--- config.mk ---
export PLATFORM = sky130hd
export DESIGN_NAME = multiword_add_seq
export DESIGN_NICKNAME = d
export VERILOG_FILES = /design/src/rtl/multiword_add_seq.sv
export SDC_FILE = /design/constraint.sdc
export NUM_CORES = 1
export LEC_CHECK = 0
export ABC_CLOCK_PERIOD_IN_PS = 4000
export CORE_ASPECT_RATIO = 1.75
export CORE_MARGIN = 2
export CORE_UTILIZATION = 45
export CTS_BUF_LIST = sky130_fd_sc_hd__clkbuf_4
export DETAILED_ROUTE_END_ITERATION = 7
export HOLD_SLACK_MARGIN = 0.12
export PLACE_DENSITY_LB_ADDON = 0.05
export SETUP_SLACK_MARGIN = 0.2
export SLEW_MARGIN = 20
export SYNTH_ARGS = -nofsm -noshare
export SYNTH_HDL_FRONTEND = slang
export SYNTH_SLANG_ARGS = --single-unit
--- constraint.sdc ---
create_clock -name clk -period 4 [get_ports clk]
set_input_delay 0.6 -clock clk [delete_from_list [all_inputs] [get_ports clk]]
set_output_delay 0.6 -clock clk [all_outputs]
set_load 0.005 [all_outputs]
--- src/rtl/multiword_add_seq.sv ---
// Multi-word add sequencer: feeds one WORD_W-wide adder slice per cycle, LSW first,
// chaining carries between slices and presenting the assembled wide sum downstream.
module multiword_add_seq #(
  parameter int WORD_W = 32,
  parameter int NWORDS = 4
) (
  input  logic                       clk,
  input  logic                       rst_n,
  input  logic                       in_valid,
  output logic                       in_ready,
  input  logic [WORD_W*NWORDS-1:0]   in_a,
  input  logic [WORD_W*NWORDS-1:0]   in_b,
  input  logic                       in_cin,
  output logic [WORD_W-1:0]          add_a,
  output logic [WORD_W-1:0]          add_b,
  output logic                       add_cin,
  input  logic [WORD_W-1:0]          add_sum,
  input  logic                       add_cout,
  output logic                       out_valid,
  input  logic                       out_ready,
  output logic [WORD_W*NWORDS-1:0]   out_sum,
  output logic                       out_cout
);

  // state   | meaning
  // S_IDLE  | waiting for operands, in_ready high
  // S_RUN   | issuing slice idx_q to the adder, capturing its sum/carry
  // S_DONE  | wide result held on out_*, waiting for out_ready
  typedef enum logic [1:0] {S_IDLE, S_RUN, S_DONE} state_t;

  localparam int IDXW = (NWORDS > 1) ? $clog2(NWORDS) : 1;
  localparam logic [IDXW-1:0] LAST_IDX = IDXW'(NWORDS - 1);

  state_t                     state_q;
  logic [IDXW-1:0]            idx_q;
  logic                       carry_q;
  logic [WORD_W*NWORDS-1:0]   a_q;
  logic [WORD_W*NWORDS-1:0]   b_q;
  logic [WORD_W*NWORDS-1:0]   sum_q;
  logic                       cout_q;
  logic                       out_valid_q;
  logic                       accept;

  // DONE forwards out_ready so a new operand can be taken in the same cycle the result leaves.
  always_comb begin
    in_ready = (state_q == S_IDLE) || ((state_q == S_DONE) && out_ready);
    accept   = in_valid && in_ready;
    add_a    = '0;
    add_b    = '0;
    add_cin  = 1'b0;
    if (state_q == S_RUN) begin
      add_a   = a_q[idx_q*WORD_W +: WORD_W];
      add_b   = b_q[idx_q*WORD_W +: WORD_W];
      add_cin = carry_q;
    end
  end

  always_ff @(posedge clk or negedge rst_n) begin
    if (!rst_n) begin
      state_q     <= S_IDLE;
      idx_q       <= '0;
      carry_q     <= 1'b0;
      a_q         <= '0;
      b_q         <= '0;
      sum_q       <= '0;
      cout_q      <= 1'b0;
      out_valid_q <= 1'b0;
    end else begin
      case (state_q)
        S_IDLE: ;
        S_RUN: begin
          sum_q[idx_q*WORD_W +: WORD_W] <= add_sum;
          carry_q <= add_cout;
          if (idx_q == LAST_IDX) begin
            idx_q       <= '0;
            cout_q      <= add_cout;
            out_valid_q <= 1'b1;
            state_q     <= S_DONE;
          end else begin
            idx_q <= idx_q + IDXW'(1);
          end
        end
        S_DONE: begin
          if (out_ready) begin
            out_valid_q <= 1'b0;
            state_q     <= S_IDLE;
          end
        end
        default: state_q <= S_IDLE;
      endcase
      // Accept overrides the IDLE fallthrough above when a new operand arrives in DONE.
      if (accept) begin
        a_q     <= in_a;
        b_q     <= in_b;
        carry_q <= in_cin;
        idx_q   <= '0;
        state_q <= S_RUN;
      end
    end
  end

  assign out_valid = out_valid_q;
  assign out_sum   = sum_q;
  assign out_cout  = cout_q;

endmodule
After elaboration in Yosys (flattened, before gate mapping)
Cells that the tools add are included.

Reductions and logical operators: 9. Div/mod/pow operators: 0. Eq/ne operators: 8. Add/subtract/negate cells: 2. Mux-type cells: 16. Bitwise gates (word level): 0. Shift operators: 4. Order comparisons: 0. Multipliers: 0.

Operators with widths (count): 128-bit by 8-bit indexed part select with 32-bit output (2); 128-bit bitwise mux (1); 32-bit by 34-bit variable shift with 128-bit output (first input constant) (1); 32-bit by 34-bit indexed part select with 128-bit output (1); 32-bit 2-to-1 mux (2); 7-bit negation with 34-bit output (1); 2-bit 2-to-1 mux (6); 2-bit case mux with 3 select lines (1); 3-bit AND reduction (2); 1-bit 2-to-1 mux (5); 2-bit == test (second input constant) (2); 2-bit != test (second input constant) (2); 2-bit nonzero test (2); 3-bit by 2-bit != test with 1-bit output (second input constant) (1); 3-bit != test (second input constant) (1); 2-bit by 1-bit adder with 2-bit output (second input constant) (1); 2-bit by 1-bit == test with 1-bit output (second input constant) (1); 1-bit logical AND (2); 2-bit zero test (1); 2-bit by 1-bit != test with 1-bit output (second input constant) (1); 1-bit case mux with 2 select lines (1); 2-bit AND reduction (1); 1-bit logical OR (1).

Output and inout port bits: 196. Word-level logic and storage cells: 47. Memory bits (writable): 0. Input bits: 294. Flip-flop bits (word level): 391. ROM bits: 0. Latch bits: 0. Memories: 0.

Longest topological paths before layout
Gate-level depths: netlist of run 1.

Depth in word-level cells: 6. Mapped depth: 8.

Least setup slack after synthesis of run 1
No wires, ideal clock.

Path type: reg-to-reg. Start: reg idx_q[1]. End: reg sum_q[34], in the netlist out_sum[34]. Path slack: 1699 ps. Setup time: 65 ps. Stages on the path, launching flop included: 9. Arrival: 2235 ps. Period minus slack after synthesis: 2301 ps. Cells stage by stage: dfrtp_1 > buf_2 > buf_1 > inv_1 > ha_1 > nand3b_1 > nor4b_4 > buf_2 > a22o_1.

Word-level cells in the longest chain between the ends: 3. Elaborated cells between the ends (all ways): 4. Those cells by class: 1 x add/sub; 2 x shift; 1 x mux.

RTL lines: from (decl) (RTL line 35) `logic [IDXW-1:0] idx_q;`; from (signal assigned) (RTL line 80) `idx_q <= idx_q + IDXW'(1);`; 7-bit negation with 34-bit output * (RTL line 72) `sum_q[idx_q*WORD_W +: WORD_W] <= add_sum;`; 32-bit by 34-bit indexed part select with 128-bit output or 32-bit by 34-bit variable shift with 128-bit output (tied branches) (RTL line 72); 128-bit bitwise mux * (RTL line 72); to (signal, indexed assignment) (RTL line 72); to (decl) (RTL line 39) `logic [WORD_W*NWORDS-1:0] sum_q;`.

Every way passes the cells marked *; elsewhere a longest branch is shown, timed or not. A chain may end at the register's enable or synchronous reset.

Final worst setup path of run 1
Start: reg idx_q[1]. End: out add_b[25].

Word-level cells in the longest chain between the ends: 2.

RTL lines: 128-bit by 8-bit indexed part select with 32-bit output (RTL line 53) `add_b = b_q[idx_q*WORD_W +: WORD_W];`; 32-bit 2-to-1 mux (RTL line 51) `if (state_q == S_RUN) begin`; to (decl) (RTL line 15) `output logic [WORD_W-1:0] add_b,`.

No other way between the ends.

==> results of run 1 <==
==> power by group through the flow <==
stage	Combinational, W	Clock [W]	Sequential, W
3_3_place_gp	0.00742	0	0.00706
3_5_place_dp	0.00754	0	0.00712
5_1_grt	0.00821	0.00361	0.00718
6_report	0.00762	0.00328	0.00694
2_1_floorplan	0.00423	0	0.00658
4_1_cts	0.00775	0.00341	0.00697
==> final timing paths <==
| path | end | slack (ns) |
|---|---|---|
| worst max-delay path | add_b[25] | 0.51 |
| worst min-delay path | a_q[18] | 0.43 |
| worst max register to register | out_sum[56] | 1.24 |
| worst min register to register | out_sum[20] | 0.48 |
| max in group asynchronous | idx_q[1] | 2.40 |
| min in group asynchronous | b_q[13] | 0.49 |
==> final cells by class <==
type,instances,area (µm²),area share [%]
Inverter,4,15.01,0.06487
Multi-Input combinational cell,610,6264,27.06
Tap cell,470,588.1,2.541
Clock buffer,127,953.4,4.119
Timing Repair Buffer,517,5225,22.57
Antenna cell,26,65.06,0.2811
Clock inverter,42,244.0,1.054
Sequential cell,391,9792,42.31
==> worst max-delay path: stages, from the launching register on <==
cell	delay, ns
dfrtp_4	0.78
buf_12	0.32
mux4_2	0.34
and2_1	0.22
clkdlybuf4s50_1	0.46
==> repair_timing <==
item	in CTS	in global routing
gates resized for setup	0	0
buffers inserted	2	0
hold endpoints to repair	89	0
hold buffers	1	0
endpoints found under the setup margin	51	0
==> stage by stage <==
stage | total power (W) | instances | worst slack [ns] | area, µm²
floorplan | 0.01081 | 1084 | 1.699 | 16460
global placement | 0.01448 | 1989 | 0.7771 | 21830
detailed placement | 0.01466 | 1989 | 0.7711 | 21830
CTS | 0.01813 | 2161 | 0.3838 | 23080
global route | 0.01900 | 2186 | 0.3087 | 23140
finish | 0.01784 | 2187 | 0.5107 | 23150
==> registers in the layout, indices dropped and copies added (netlist names) <==
register and cells:
a_q 128, carry_q 1, out_sum 128, idx_q 2, b_q 128, out_cout 1, state_q 2, out_valid 1
==> layer usage <==
| metal | vias up | track usage [%] |
|---|---|---|
| met4 | 4 | 16.61 |
| met2 | 477 | 43.85 |
| met5 | - | 0 |
| met1 | 5839 | 27.12 |
| met3 | 123 | 7.305 |
| li1 | 5105 | - |
==> cells by family (layout without fill, tap and decap cells) <==
family	Yosys count	after routing
compound gates	136	136
fa+ha+maj	4	4
buf+inv	83	690
flops	391	391
mux	323	323
other cells	0	26
simple gates	147	147
==> cell usage in the layout (no fill, tap or decap), drive strengths merged <==
cell type | Yosys | final
a21oi | 4 | 4
nand2b | 1 | 1
nor2 | 2 | 2
dfrtp | 391 | 391
o21ai | 34 | 34
dlygate4sd3 | 0 | 1
inv | 4 | 6
mux4 | 64 | 64
a211oi | 1 | 1
o21bai | 1 | 1
and2 | 65 | 65
mux2 | 259 | 259
nor2b | 1 | 1
a22o | 96 | 96
buf | 52 | 28
clkinvlp | 0 | 1
nor4b | 2 | 2
or3 | 1 | 1
nor3 | 1 | 1
nand4b | 1 | 1
nand3b | 2 | 2
clkdlybuf4s50 | 0 | 488
diode | 0 | 26
ha | 4 | 4
bufinv | 0 | 3
nand2 | 71 | 71
clkinv | 0 | 36
clkbuf | 27 | 127
==> flow_summary.yaml, run 1 <==
power:
  power_density_nw_per_um2: 770.7
  power_frac_comb_pct: 42.7
  seqPwrFrac_pct: 38.9
  p_int_w: 0.01228
  ir_drop_mv: 0.3656
  p_clk_share_pct: 18.4
  swShare_pct: 31.13
  cellLeakagePower_nw: 9.695
  switchingPower_w: 0.005553
timing:
  clock_skew_ns: 0.02643
  setup_tns_ns: 0
  timing.hold.ws_ns: 0.4259
  fmax_mhz: 286.6
  finalCritPeriodShare_pct: 87.23
  hold_viol: 0
  relSlewSlack_pct: 46.66
  min_period_ns: 3.489
  drv_slew: 0
  rsz0062_at_grt: "false"
  tightest_slew_ns: 0.8001
  finalSetupViolCount: 0
min_path:
  hp-start: "in_a[18]"
  hold_depth: 2
  hp-class: "input port to flip-flop"
synth:
  synth_area_leaders: "dfrtp_1 (59%), mux2_1 (13%), mux4_2 (8.8%)"
  synth_area_um2: 16460
  yosysTopAreaCell: "dfrtp_1"
  synth_xor_area_share_pct: 0
  yosysUniqueCellTypes: 26
  synth_common_cells: "dfrtp_1 (391), mux2_1 (197), a22o_1 (96), nand2_1 (71), and2_1 (65)"
  synth_compound_gate_area_share_pct: 6.384
  ys_seq_elements: 391
  synthAdderAreaFrac_pct: 0.3040
  yosysWarningCount: 0
  synthFlopType: "dfrtp_1"
  synth_edf_count: 0
  avgSynthCellArea_um2: 15.19
  synth_top_family_by_area: "multiplexers"
  netlist.area_leader.share_pct: 59.44
  ys_seq_area_share_pct: 59.44
  syn_inst: 1084
  synth.most_common_cell: "dfrtp_1"
  yosys.area_share.simple_pct: 4.743
  async_flop_share_pct: 100.0
  muxShareOfSynthArea_pct: 26.47
  syn-num-nets: 1382
critical_path:
  reg2reg_from: "idx_q[0]"
  rr_worst_depth: 7
  end_kind: "output port"
  worstPathArrival_ns: 2.89
  path_max_fanout: 36
  path_class: "flip-flop to output port"
  cp-start-kind: "flip-flop"
  startpoint: "idx_q[1]"
  required_ns: 3.40
global_route:
  grt_use_total_pct: 25.52
  overflow: 0
  grt_pass1_wl_um: 73710
  grt_pass1_vias: 12875
  grt_max_degree: 102
  grt_antenna_before_repair: 28
cts:
  cts_made_buffers: 95
  cts_tree: "done"
  cts-root-buf: "clkbuf_4"
  clk_path_buf_depth: 3
  cts.htree.levels: 3
  clk_pin_slew_ns: 0.08
  cts_sinks: 391
  clk_latency_ns: 0.77
die:
  core_um2: 36030
  rows: 92
  start_util_pct: 45.69
  pin_count: 490
  die_w_um: 148.6
  fp.dieH_um: 257.0
  dieArea_um2: 38190
cells_and_area:
  nets: 1917
  drive_above_1_share_pct: 17.68
  num-fill-cells: 2874
  area_growth_pct: 40.60
  post-route-util_pct: 64.24
route:
  wl_met3_um: 3395
  maxUsedRoutingLayer: "met5"
  vias: 11548
  drc: 0
  routed_wl_um: 48170
  wl_per_cell_um: 22.02
  wl_met2_um: 25240
  drt_iter0_drc: 452
  vias_per_cell: 5.280
  drt_first_pass_iters: 5
  antenna_left: 0
  wl_met1_um: 16820
status:
  status: "complete, no violations"
place:
  place_congestion: 0.8625
  io_buffers: 489
  place_hpwl_um: 33980
flow_run:
  maxCapViolCount: 0
No activity file was read; power rests on OpenSTA's default activity.
==> run 2, diff against run 1 <==
--- a/config.mk
+++ b/config.mk
@@ -11,6 +11,7 @@
 export CORE_UTILIZATION = 45
 export CTS_BUF_LIST = sky130_fd_sc_hd__clkbuf_4
 export DETAILED_ROUTE_END_ITERATION = 7
+export GPL_TIMING_DRIVEN = 0
 export HOLD_SLACK_MARGIN = 0.12
 export PLACE_DENSITY_LB_ADDON = 0.05
 export SETUP_SLACK_MARGIN = 0.2
==> run 2 against run 1 <==
  * Sequential share of layout area decreased by 0.34 points
  * Fmax shrank 4.2%
  * Critical path depth up 1
  * Count of clock-buffer cells in the layout rose by 10
  * Wire length rose by 1.9%
  * Die area did not move
==> flow_summary.yaml, run 2 (same netlist as run 1, synthesis figures left out) <==
cts:
  clk_path_buf_depth: 3
  cts_setup_buffers: 0
  cts_tree: "done"
  cts_sinks: 391
  clk_latency_ns: 0.77
  clk_pin_slew_ns: 0.07
  cts_made_buffers: 92
  cts.htree.levels: 3
  cts-root-buf: "clkbuf_4"
die:
  dieArea_um2: 38190
  die_w_um: 148.6
  core_um2: 36030
  fp.dieH_um: 257.0
  pin_count: 490
  rows: 92
  start_util_pct: 45.69
global_route:
  overflow: 0
  use_met1_pct: 28.95
  grt_util_met3_pct: 7.996
  grt_antenna_before_repair: 17
  grt_max_degree: 98
  grt.busiest_layer: "met2"
  grt_use_total_pct: 26.18
  grt_pass1_vias: 12868
  use_met2_pct: 45.46
  grt_pass1_wl_um: 75090
critical_path:
  crit_slowest_cell: "clkdlybuf4s50_1"
  cp_num_buf_inv: 3
  cp-start-kind: "flip-flop"
  worstPathArrival_ns: 3.04
  crit_chain: "buf_2 > clkbuf_2 > mux4_2 > and2_1 > clkdlybuf4s50_1"
  end_kind: "output port"
  path_class: "flip-flop to output port"
  path_delay_family: "buffers and inverters"
  path_max_fanout: 10
  required_ns: 3.40
  cpPeakStageDelay_ns: 0.53
timing:
  relSlewSlack_pct: 50.15
  min_period_ns: 3.641
  drv_slew: 0
  finalSetupViolCount: 0
  tightest_slew_ns: 0.7463
  finalCritPeriodShare_pct: 91.02
  setup_tns_ns: 0
  rsz0062_at_grt: "false"
  clock_skew_ns: 0.02355
  timing.hold.ws_ns: 0.3780
  hold_viol: 0
  fmax_mhz: 274.7
place:
  place_hpwl_um: 36430
  placed_area_um2: 22060
  io_buffers: 489
  place_inst: 2047
  place_congestion: 0.7951
route:
  wl_per_cell_um: 22.04
  drt_iter0_drc: 422
  antenna_left: 0
  drc: 0
  vias: 11653
  routed_wl_um: 49060
  drt_first_pass_iters: 6
  vias_per_cell: 5.235
cells_and_area:
  final_cell_area_um2: 23320
  nets: 1970
  finalNonFillerCells: 2226
  drive_above_1_share_pct: 19.67
  final_cell_mix: "clkdlybuf4s50_1 (488), dfrtp_1 (391), mux2_1 (197)"
  final_common_cell: "clkdlybuf4s50_1"
  area_growth_pct: 41.64
  post-route-util_pct: 64.71
power:
  p_int_w: 0.01236
  power_frac_comb_pct: 44.3
  seqPwrFrac_pct: 37.6
  ir_drop_mv: 0.3569
  switchingPower_w: 0.005623
  power_density_nw_per_um2: 771.4
  p_clk_share_pct: 18.1
  cellLeakagePower_nw: 9.908
  swShare_pct: 31.26
min_path:
  hp-class: "input port to asynchronous set/reset pin"
status:
  status: "complete, no violations"
flow_run:
  maxCapViolCount: 0
-- run 2: metal layers --
| layer | wire, µm | share of wire (%) |
|---|---|---|
| met5 | 12 | 0.024 |
| met4 | 1887 | 3.8 |
| met3 | 3897 | 7.9 |
| met2 | 25920 | 53 |
| met1 | 17340 | 35 |
-- run 2: area by class of cell --
class,count,area [µm²]
fillers,2849,12710
flip-flops and latches,391,9784
multi-input cells,610,6242
repair buffers,494,5020
clock buffers,137,1028
well taps,470,588.1
plain buffers,79,449.2
clock inverters,24,146.4
diodes,17,42.54
inverters,4,15.01
-- run 2: final timing paths --
path,startpoint,to,slack [ns],depth (start not counted)
worst max-delay path,idx_q[1],add_b[25],0.36,5
worst min-delay path,rst_n,b_q[77],0.38,2
worst max register to register,idx_q[1],out_sum[45],1.09,8
worst min register to register,out_sum[29],out_sum[29],0.48,2
max in group asynchronous,rst_n,a_q[81],1.61,6
min in group clk,in_a[19],a_q[19],0.42,2
-- run 2: power by group through the flow --
stage / logic, W / clock network (W) / registers (W)
5_1_grt: 0.00859 / 0.00359 / 0.00699
3_5_place_dp: 0.00805 / 0 / 0.00685
6_report: 0.00796 / 0.00326 / 0.00676
4_1_cts: 0.00812 / 0.00337 / 0.00677
3_3_place_gp: 0.00792 / 0 / 0.00678
2_1_floorplan: 0.00423 / 0 / 0.00658
-- run 2: through the flow --
stage	setup slack (ns)	total power, W
2_1_floorplan	1.699	0.01081
3_3_place_gp	-15.01	0.01470
3_5_place_dp	0.6113	0.01490
4_1_cts	0.2176	0.01826
5_1_grt	0.2132	0.01917
6_report	0.3592	0.01799
-- run 2: worst register-to-register path: stages, from the launching register on --
cell,delay [ns]
dfrtp_1,0.47
buf_2,0.36
buf_2,0.35
inv_1,0.10
ha_1,0.34
nand3b_1,0.23
nor4b_4,0.48
buf_2,0.34
a22o_1,0.18
-- run 2: repair_timing --
action                                 CTS  global route
setup endpoints to repair               50             8
resized for setup                       13             2
pin swaps                                0             0
gates cloned                             0             0
endpoints found under the hold margin   67             0
hold buffers                             1             0
==> run 3, diff against run 2 <==
--- a/config.mk
+++ b/config.mk
@@ -14,7 +14,7 @@
 export GPL_TIMING_DRIVEN = 0
 export HOLD_SLACK_MARGIN = 0.12
 export PLACE_DENSITY_LB_ADDON = 0.05
-export SETUP_SLACK_MARGIN = 0.2
+export SETUP_SLACK_MARGIN = 0.3
 export SLEW_MARGIN = 20
 export SYNTH_ARGS = -nofsm -noshare
 export SYNTH_HDL_FRONTEND = slang
==> run 3 against run 2 <==
  * Core utilization is essentially flat
  * Combinational power is essentially flat
  * Fmax is 2.6% higher
  * Critical endpoint is now add_b[23]
==> flow_summary.yaml, run 3 (same netlist as run 1, synthesis figures left out) <==
place:
  place_hpwl_um: 36430
  place_congestion: 0.7951
  placed_area_um2: 22060
  io_buffers: 489
power:
  ir_drop_mv: 0.3568
  cellLeakagePower_nw: 9.911
  power_density_nw_per_um2: 771.7
min_path:
  hp-class: "input port to asynchronous set/reset pin"
cells_and_area:
  num-fill-cells: 2844
  final_cell_area_um2: 23330
  seq_area_um2: 9784
  drive_above_1_share_pct: 19.67
  final_cell_mix: "clkdlybuf4s50_1 (488), dfrtp_1 (391), mux2_1 (197)"
  final_common_cell: "clkdlybuf4s50_1"
  multiInputGateArea_um2: 6242
  nets: 1970
  area_growth_pct: 41.73
route:
  wl_met2_um: 25960
  antenna_left: 0
  wl_met1_um: 17400
  drc: 0
  wl_per_cell_um: 22.05
  maxUsedRoutingLayer: "met5"
  drt_iter0_drc: 420
  drt_first_pass_iters: 6
  wl_met3_um: 3808
  routed_wl_um: 49060
  vias: 11650
  vias_per_cell: 5.236
cts:
  cts_setup_buffers: 0
  clk_path_buf_depth: 3
  cts_tree: "done"
  clk_latency_ns: 0.77
  clk_pin_slew_ns: 0.07
  cts_made_buffers: 92
  cts-root-buf: "clkbuf_4"
  cts.htree.levels: 3
  cts_sinks: 391
critical_path:
  crit_slowest_cell: "mux4_2"
  r2r_end: "out_sum[45]"
  cp-start-kind: "flip-flop"
  reg2reg_from: "idx_q[1]"
  end_kind: "output port"
  required_ns: 3.40
  cp_num_buf_inv: 3
  rrSetupSlack_ns: 1.20
  path_delay_family: "buffers and inverters"
  path_max_fanout: 10
  crit_chain: "clkbuf_4 > buf_2 > mux4_2 > and2_1 > clkdlybuf4s50_1"
  startpoint: "idx_q[0]"
  rr_worst_depth: 8
  cpPeakStageDelay_ns: 0.55
  worstPathArrival_ns: 2.95
  path_class: "flip-flop to output port"
timing:
  finalCritPeriodShare_pct: 88.71
  timing.hold.ws_ns: 0.3765
  hold_viol: 0
  drv_slew: 0
  rsz0062_at_grt: "false"
  finalSetupViolCount: 0
  relSlewSlack_pct: 50.44
  tightest_slew_ns: 0.7421
  min_period_ns: 3.548
  fmax_mhz: 281.8
  clock_skew_ns: 0.02305
global_route:
  grt_use_total_pct: 26.19
  grt_max_degree: 98
  grt_pass1_vias: 12871
  overflow: 0
  grt_pass1_wl_um: 75120
  grt_antenna_before_repair: 17
die:
  dieArea_um2: 38190
  fp.dieH_um: 257.0
  die_w_um: 148.6
  core_um2: 36030
  rows: 92
  pin_count: 490
  start_util_pct: 45.69
status:
  status: "complete, no violations"
flow_run:
  maxCapViolCount: 0
[run 3: cell count changes in the layout (fill, tap and decap cells not counted), sizes merged]
cell    before  now
buf         57   55
clkbuf     164  166
diode       17   16
[run 3: repair_timing]
item                                    in CTS  in global routing
hold endpoints to repair                    67                  0
resized for setup                           17                  4
endpoints found under the setup margin      53                 24
hold buffers                                 1                  0
[run 3: metal layers]
metal,track usage [%],up-vias
li1,-,5214
met1,28.95,5896
met5,0,-
met4,12.83,2
met2,45.49,444
met3,7.996,94
[run 3: how the worst max path moves through the flow]
stage                     depth (start not counted)  slack [ns]           to
after floorplan                                   8        1.70  out_sum[34]
after global placement                            1      -15.01      a_q[49]
after detailed placement                          6        0.61    add_b[25]
after CTS                                         5        0.29    add_b[29]
after global routing                              6        0.30    add_b[29]
final                                             5        0.45    add_b[23]
[run 3: final cells by class]
type,instances,area share (%)
diodes,16,0.1716
plain buffers,79,2.000
clock buffers,137,4.408
clock inverters,24,0.6274
inverters,4,0.06435
multi-input cells,610,26.76
flip-flops and latches,391,41.94
well taps,470,2.521
repair buffers,494,21.52
[run 3: stage by stage]
| step | TNS (ns) | utilization, % | worst slack [ns] | total power (W) | std cells |
|---|---|---|---|---|---|
| 2_1_floorplan | 0 | - | 1.699 | 0.01081 | 1084 |
| 3_3_place_gp | -5834.43 | 60.91 | -15.01 | 0.01470 | 2043 |
| 3_5_place_dp | 0 | 61.23 | 0.6113 | 0.01490 | 2047 |
| 4_1_cts | 0 | 64.61 | 0.2949 | 0.01827 | 2209 |
| 5_1_grt | 0 | 64.75 | 0.2968 | 0.01919 | 2224 |
| 6_report | 0 | 64.76 | 0.4518 | 0.01801 | 2225 |
[run 3: where the power goes]
group          leakage (nW)  total (W)  internal, W  switching [W]
logic                  4.37    0.00798      0.00486        0.00312
registers              4.83    0.00676      0.00583       0.000928
clock network         0.706    0.00326      0.00169        0.00157
total                  9.91     0.0180       0.0124        0.00563
